File: config.mk
export PLATFORM = sky130hd
export DESIGN_NAME = seq_multiplier
export DESIGN_NICKNAME = d
export VERILOG_FILES = /design/src/rtl/mult_pkg.sv /design/src/rtl/addsub_nbit.sv /design/src/rtl/seq_multiplier.sv
export SDC_FILE = /design/constraint.sdc
export NUM_CORES = 1
export LEC_CHECK = 0
export CAP_MARGIN = 20
export CORE_UTILIZATION = 39
export DETAILED_ROUTE_END_ITERATION = 12
export DONT_BUFFER_PORTS = 1
export GPL_TIMING_DRIVEN = 0
export PLACE_DENSITY = 0.55
export SLEW_MARGIN = 20
export SYNTH_ARGS = -nofsm -noshare
export SYNTH_HDL_FRONTEND = slang
export SYNTH_SLANG_ARGS = --single-unit
File: constraint.sdc
create_clock -name Clk -period 4.5 [get_ports Clk]
set_input_delay 0.9 -clock Clk [delete_from_list [all_inputs] [get_ports Clk]]
set_output_delay 0.9 -clock Clk [all_outputs]
set_load 0.03 [all_outputs]
File: src/rtl/mult_pkg.sv
// Shared types and helpers for the sequential add-shift multiplier.
package mult_pkg;

  typedef enum logic [2:0] {
    IDLE,
    CLR,
    ADD,
    SHIFT,
    DONE
  } mult_state_t;

  // Iteration counter width; never narrower than one bit.
  function automatic int unsigned cnt_width(input int unsigned w);
    return (w > 1) ? int'($clog2(w)) : 1;
  endfunction

endpackage

File: src/rtl/addsub_nbit.sv
// Combinational add/subtract on pre-extended operands (add_mode: 1=add, 0=sub).
module addsub_nbit #(
  parameter int unsigned WIDTH = 9
) (
  input  logic [WIDTH-1:0] a,
  input  logic [WIDTH-1:0] b,
  input  logic             add_mode,
  output logic [WIDTH-1:0] sum_c
);

  assign sum_c = add_mode ? (a + b) : (a - b);

endmodule

File: src/rtl/seq_multiplier.sv
// Sequential add-shift multiplier; product lands in {Aval, Bval}, X is A's extension bit.
module seq_multiplier
  import mult_pkg::*;
#(
  parameter int unsigned WIDTH = 8
) (
  input  logic             Clk,
  input  logic             Reset,
  input  logic [WIDTH-1:0] S,
  input  logic             LoadB,
  input  logic             Start,
  input  logic             Signed,
  output logic [WIDTH-1:0] Aval,
  output logic [WIDTH-1:0] Bval,
  output logic             X,
  output logic             Busy,
  output logic             Done
);

  localparam int unsigned CW = cnt_width(WIDTH);
  localparam int unsigned EW = WIDTH + 1;
  localparam logic [CW-1:0] LAST = CW'(WIDTH - 1);

  mult_state_t      state_q, state_d;
  logic [WIDTH-1:0] a_q, a_d, b_q, b_d, m_q, m_d;
  logic             x_q, x_d, sg_q, sg_d;
  logic [CW-1:0]    cnt_q, cnt_d;
  logic             busy_d, done_d;

  logic [EW-1:0]    a_ext, m_ext, addsub_sum;
  logic             sub_last;

  // Sign- or zero-extend operands; the final partial product is subtracted in signed mode.
  assign a_ext    = {sg_q & a_q[WIDTH-1], a_q};
  assign m_ext    = {sg_q & m_q[WIDTH-1], m_q};
  assign sub_last = sg_q && (cnt_q == LAST);

  addsub_nbit #(.WIDTH(EW)) u_addsub (
    .a        (a_ext),
    .b        (m_ext),
    .add_mode (~sub_last),
    .sum_c    (addsub_sum)
  );

  always_ff @(posedge Clk) begin
    if (Reset) begin
      state_q <= IDLE;
      a_q     <= '0;
      b_q     <= '0;
      m_q     <= '0;
      x_q     <= 1'b0;
      sg_q    <= 1'b0;
      cnt_q   <= '0;
      Busy    <= 1'b0;
      Done    <= 1'b0;
    end else begin
      state_q <= state_d;
      a_q     <= a_d;
      b_q     <= b_d;
      m_q     <= m_d;
      x_q     <= x_d;
      sg_q    <= sg_d;
      cnt_q   <= cnt_d;
      Busy    <= busy_d;
      Done    <= done_d;
    end
  end

  always_comb begin
    state_d = state_q;
    a_d     = a_q;
    b_d     = b_q;
    m_d     = m_q;
    x_d     = x_q;
    sg_d    = sg_q;
    cnt_d   = cnt_q;
    case (state_q)
      IDLE: begin
        if (LoadB) begin
          b_d = S;
          a_d = '0;
          x_d = 1'b0;
        end else if (Start) begin
          m_d     = S;
          sg_d    = Signed;
          cnt_d   = '0;
          state_d = CLR;
        end
      end
      CLR: begin
        a_d     = '0;
        x_d     = 1'b0;
        state_d = ADD;
      end
      ADD: begin
        if (b_q[0]) begin
          {x_d, a_d} = addsub_sum;
        end
        state_d = SHIFT;
      end
      SHIFT: begin
        // Unsigned carry is shifted into A once, then cleared so it cannot re-enter.
        x_d = sg_q & x_q;
        a_d = {x_q, a_q[WIDTH-1:1]};
        b_d = {a_q[0], b_q[WIDTH-1:1]};
        if (cnt_q == LAST) begin
          state_d = DONE;
        end else begin
          cnt_d   = cnt_q + CW'(1);
          state_d = ADD;
        end
      end
      DONE: begin
        if (!Start) begin
          state_d = IDLE;
        end
      end
      default: state_d = IDLE;
    endcase
    busy_d = (state_d == CLR) || (state_d == ADD) || (state_d == SHIFT);
    done_d = (state_d == DONE);
  end

  assign Aval = a_q;
  assign Bval = b_q;
  assign X    = x_q;

endmodule
==> run_results.csv, run 1 <==
group,metric,value,unit
placement,portBuffers,0,
timing,finalHoldViolCount,0,
setup_path,cp.arrival,3.21,ns
yosys,synthSimpleGateAreaFrac,19.2,%
route,dr.pass1.iters,4,
yosys,synth.largest_area_cell,"dfxtp_1",
setup_path,cp_cell_sequence,"ha_1, ha_1, and2_1, clkbuf_1, mux2i_1, ha_1, nor2b_1, o31a_1, o41ai_1, a211o_1, o211ai_1",
timing,fmax,0.328,GHz
route,vias,1692,
yosys,yosysUniqueCellTypes,59,
clock_tree,cts_tree,"yes",
floorplanning,initial_core_util,40.8,%
final_layout,nets,266,
final_layout,area_growth_syn_to_layout,8.90,%
route,detail-route-antenna-nets,0,
grt,grt_max_degree,13,
yosys,synthAdderAreaFrac,7.52,%
yosys,synth-xor-area-share,3.76,%
final_layout,stdcell_count,312,
grt,antenna_found_initial,0,
route,wirelength,4.84,mm
status,status,"finished, final reports clean",
power,ir_drop,0.230,mV
final_layout,fin_util,44.4,%
yosys,ys_dominant_reg_cell,"dfxtp_1",
floorplanning,die_h,75.3,um
yosys,ys_seq_elements,34,
clock_tree,h-tree-depth,2,
setup_path,cp-start-kind,"flop",
setup_path,crit_top_cell,"ha_1",
clock_tree,clock-sinks,34,
power,comb_power_share,28.9,%
timing,setup_viol,0,
final_layout,drive_above_1_share,12.4,%
yosys,synth_cells,234,
timing,fin_crit_sh,67.8,%
floorplanning,ios,32,
yosys,yosysTopAreaCellShare,32.5,%
power,p_clk_share,28.1,%
timing,relSlewSlack,52.3,%
route,routed_via_density,5.42,
yosys,yosysSeqAreaShare,32.5,%
final_layout,nFillCells,547,
clock_tree,cts-resized-gates,0,
yosys,synth_nets,259,
route,wl_per_cell,15.5,um
final_layout,layout_commonest_cell,"nor2_1",
placement,post-place-cells,304,
clock_tree,cts_hold_buffers,0,
clock_tree,numCtsBuffers,5,
final_layout,final_cell_mix,"nor2_1, dfxtp_1, mux2i_1",
setup_path,critPathMaxFanout,7,
yosys,synth-compound-area-share,20.4,%
route,first_iter_violations,85,
power,switching_share,36.1,%
power,intPower,0.000571,W
yosys,syn_avg_cell_area,8.96,um^2
grt,first_global_vias,1566,
setup_path,cp_slowest_stage_delay,0.42,ns
power,switchingPower,0.000322,W
power,p_leak,0.879,nW
yosys,async_reset_ff_share,0,%
timing,worst_pin_slew,0.714,ns
timing,rsz0062_at_grt,"no",
flow_run,maxCapViolCount,0,
floorplanning,die_w,75.3,um
clock_tree,root_buffer,"clkbuf_8",
yosys,synth_top_family_by_area,"compound AO/OA/AOI/OAI gates",
placement,gp_congestion,0.800,
setup_path,cp.required,4.67,ns
grt,grt_remaining_overflow,0,
setup_path,crit_slowest_cell,"o41ai_1",
floorplanning,rows,26,
clock_tree,clockBufferDepth,2,
timing,hold_ws,0.512,ns
yosys,ys_top_cells_by_area,"dfxtp_1, mux2i_1, nor2_1, ha_1, a211oi_1",
route,route.detailed.drc,0,
min_path,hold_class,"reg2reg",
floorplanning,core,5140,um^2
timing,final.min_clock_period,3.05,ns
setup_path,crit_buf_inv,1,
power,seqPwrFrac,43.0,%
clock_tree,insertion_delay,0.29,ns
timing,clock_skew,0.00280,ns
timing,setup_tns,0,ns
setup_path,cp-end-kind,"flop",
grt,grt_pass1_wl,7.81,mm
setup_path,worstSetupPathType,"reg2reg",
yosys,synth_area,2100,um^2
timing,maxSlewViolCount,0,
setup_path,cpLargestDelayFamily,"compound AO/OA/AOI/OAI gates",
clock_tree,post-cts-setup-buffer-count,0,
final_layout,diodes,0,
placement,dp_hpwl,3.62,mm
yosys,synth.area.mux_share,11.0,%
yosys,synth-edff-count,0,
grt,groute.usage.overall,18.7,%
yosys,synth_warnings,0,
clock_tree,clkTransAtPathRegs,0.08,ns
power,p_per_area,391,nW/um^2
floorplanning,die_area,5670,um^2
## path summary, 6_finish.rpt
| kind | startpoint | end | slack (ns) | cells past startpoint |
|---|---|---|---|---|
| min reg2reg | cnt_q[1] | cnt_q[1] | 0.51 | 2 |
| max reg2reg | cnt_q[0] | Aval[7] | 1.45 | 11 |
| min | cnt_q[1] | cnt_q[1] | 0.51 | 2 |
| max | cnt_q[0] | Aval[7] | 1.45 | 11 |
## cell type report
class                           instances  area, um^2  share of cell area [%]
Multi-Input combinational cell        179        1300                    56.9
Sequential cell                        34         681                    29.8
Buffer                                 14        91.3                    4.00
Tap cell                               70        87.6                    3.84
Clock buffer                            6        82.6                    3.62
Inverter                                7        26.3                    1.15
Clock inverter                          2        16.3                   0.713
## worst register-to-register path, cell delays in order, from the launching register on
cell      delay, ns
dfxtp_1        0.37
ha_1           0.16
ha_1           0.25
and2_1         0.15
clkbuf_1       0.25
mux2i_1        0.35
ha_1           0.28
nor2b_1        0.14
o31a_1         0.28
o41ai_1        0.42
a211o_1        0.19
o211ai_1       0.09
## synthesized netlist by cell type, types with 2 or more instances
master     n
a21oi_1   10
mux2i_1   22
a211oi_1  14
clkbuf_1   3
buf_4      3
a21o_1     2
nor3_1     5
inv_1      7
buf_6      3
nor2_1    42
nor2b_1    4
xnor2_1    8
buf_2      4
ha_1      11
and2_0     2
a22oi_1    3
o21a_1     3
a31oi_1    2
a41oi_1    2
nor3b_1    3
o21ai_0    4
dfxtp_1   34
nand2_1    7
## routing by layer
layer / vias up / GRT usage (%) / part of all wire (%)
met4: 0 / 4.53 / 0.72
met3: 4 / 5.16 / 4.5
li1: 861 / - / -
met1: 792 / 25.9 / 49
met5: - / 0 / 0
met2: 35 / 29.1 / 45
## sequential cells by signal, summed over array words and instances, names as in the netlist
| name | cells |
|---|---|
| Busy | 1 |
| Aval | 8 |
| sg_q | 1 |
| state_q | 3 |
| m_q | 8 |
| Done | 1 |
| cnt_q | 3 |
| Bval | 8 |
| X | 1 |
## power by group through the flow
stage | logic, W | registers [W] | clock network (W)
CTS | 0.000257 | 0.000385 | 0.000254
floorplan | 0.000216 | 0.000383 | 0
detailed placement | 0.000256 | 0.000392 | 0
global route | 0.000290 | 0.000389 | 0.000272
finish | 0.000258 | 0.000384 | 0.000251
global placement | 0.000254 | 0.000392 | 0
## kinds of logic after synthesis
kind of cell / after synthesis
AOI/OAI and AO/OA: 56
xor gates and xnor gates: 9
adders and majority gates: 12
buffers and inverters: 21
DFF: 34
muxes: 23
and+or+nand+nor: 79
## stage by stage
| step | power (W) | worst slack (ns) | instance area (um^2) |
|---|---|---|---|
| 6_report | 0.000893 | 1.45 | 2280 |
| 5_1_grt | 0.000951 | 1.23 | 2280 |
| 4_1_cts | 0.000896 | 1.43 | 2280 |
| 3_5_place_dp | 0.000648 | 1.45 | 2180 |
| 3_3_place_gp | 0.000645 | 1.48 | 2180 |
| 2_1_floorplan | 0.000599 | 1.87 | 2100 |
Note: power is estimated with default switching activity, not from simulation.
==> run 2, diff against run 1 <==
Clock period 4.5 ns to 2.93 ns, I/O delays scaled along.
==> run 2 against run 1 <==
  * Maximum frequency up 10%
  * Utilization up 0.17 points
  * Combinational power up 57%
  * Non-clock buffer count down 1
  * Largest power group unchanged
==> run_results.csv, run 2 (synthesis gave the netlist of run 1 again) <==
group,metric,value,unit
timing,maxSlewViolCount,0,
setup_path,crit_buf_inv,0,
setup_path,crit_slowest_cell,"fa_1",
floorplanning,die_area,5670,um^2
final_layout,nFillCells,544,
timing,relSlewSlack,48.6,%
grt,first_global_vias,1581,
power,p_per_area,602,nW/um^2
setup_path,r2r_slack,0.17,ns
route,route.detailed.drc,0,
route,first_iter_violations,89,
timing,finalHoldViolCount,0,
timing,rsz0062_at_grt,"no",
clock_tree,clock-sinks,34,
clock_tree,insertion_delay,0.29,ns
power,p_leak,0.885,nW
clock_tree,cts_tree,"yes",
final_layout,fin_util,44.6,%
floorplanning,initial_core_util,40.8,%
timing,fin_crit_sh,94.3,%
placement,portBuffers,0,
min_path,hold_class,"in2reg",
final_layout,area_growth_syn_to_layout,9.31,%
timing,final.min_clock_period,2.76,ns
grt,groute.usage.overall,19.0,%
clock_tree,numCtsBuffers,5,
setup_path,crit_top_cell,"ha_1",
setup_path,worstSetupPathType,"reg2reg",
grt,grt_pass1_wl,7.91,mm
setup_path,cp.arrival,2.94,ns
timing,setup_tns,0,ns
final_layout,nets,265,
final_layout,design_area,2290,um^2
clock_tree,clkTransAtPathRegs,0.08,ns
route,routed_via_density,5.42,
floorplanning,die_h,75.3,um
route,dr.pass1.iters,4,
clock_tree,cts_hold_buffers,0,
flow_run,maxCapViolCount,0,
floorplanning,rows,26,
placement,post-place-cells,304,
setup_path,cp-start-kind,"flop",
grt,grt_remaining_overflow,0,
final_layout,stdcell_count,311,
clock_tree,h-tree-depth,2,
placement,dpl_cell_area,2180,um^2
setup_path,cp-end-kind,"flop",
power,switching_share,36.2,%
power,intPower,0.000880,W
timing,worst_pin_slew,0.769,ns
setup_path,cp.required,3.10,ns
setup_path,cpLargestDelayFamily,"adder cells",
timing,fmax,0.362,GHz
final_layout,final_cell_mix,"nor2_1, dfxtp_1, mux2i_1",
setup_path,critPathMaxFanout,7,
setup_path,cp_cell_sequence,"ha_1, ha_1, and2_2, mux2i_2, fa_1, a21o_1, a41oi_1, and3_1, o211a_1, o31ai_2",
route,detail-route-antenna-nets,0,
floorplanning,die_w,75.3,um
setup_path,cp_slowest_stage_delay,0.45,ns
status,status,"finished, final reports clean",
route,wl_per_cell,15.9,um
timing,clock_skew,0.00300,ns
clock_tree,root_buffer,"clkbuf_8",
final_layout,layout_commonest_cell,"nor2_1",
floorplanning,ios,32,
timing,setup_viol,0,
grt,antenna_found_initial,0,
power,ir_drop,0.351,mV
placement,dp_hpwl,3.62,mm
clock_tree,clockBufferDepth,2,
placement,gp_congestion,0.800,
power,comb_power_share,29.4,%
route,wirelength,4.94,mm
final_layout,drive_above_1_share,13.7,%
final_layout,diodes,0,
grt,grt_max_degree,13,
floorplanning,core,5140,um^2
power,seqPwrFrac,42.8,%
power,switchingPower,0.000499,W
route,vias,1685,
power,p_clk_share,27.8,%
[run 2: what timing repair did]
| item | 4_1_cts | 5_1_grt |
|---|---|---|
| buffers inserted | 0 | 0 |
| gates resized for setup | 2 | 1 |
| endpoints found under the setup margin | 1 | 6 |
[run 2: area by class of cell]
cell class	instances	area, um^2	share of cell area [%]
clock inverter	2	16.3	0.710
multi-input combinational	179	1310	57.2
buffer	13	87.6	3.82
inverter	7	26.3	1.15
clock buffer	6	82.6	3.60
sequential	34	681	29.7
tap	70	87.6	3.82
[run 2: worst paths after layout]
path,start,endpoint,depth (start not counted)
worst max-delay path,cnt_q[0],X,10
worst min-delay path,S[1],m_q[1],2
worst max register to register,cnt_q[0],X,10
worst min register to register,cnt_q[1],cnt_q[1],2
[run 2: layer usage]
metal	wire [um]	track usage, %	vias up
met2	2240	29.5	30
met4	35	4.73	0
li1	-	-	857
met3	207	5.42	4
met5	0	0	-
met1	2460	26.0	794
[run 2: power groups by stage]
stage	combinational, W	clock [W]	sequential (W)
finish	0.000405	0.000383	0.000590
global route	0.000452	0.000419	0.000597
CTS	0.000401	0.000391	0.000591
detailed placement	0.000393	0	0.000602
global placement	0.000389	0	0.000601
floorplan	0.000331	0	0.000589
[run 2: stage by stage]
step	power (W)	setup slack, ns	hold slack [ns]
after floorplan	0.000920	0.298	0.465
after global placement	0.000991	-0.0883	0.491
after detailed placement	0.000995	-0.119	0.502
after CTS	0.00138	0.0140	0.438
after global routing	0.00147	0.0343	0.435
final	0.00138	0.167	0.443
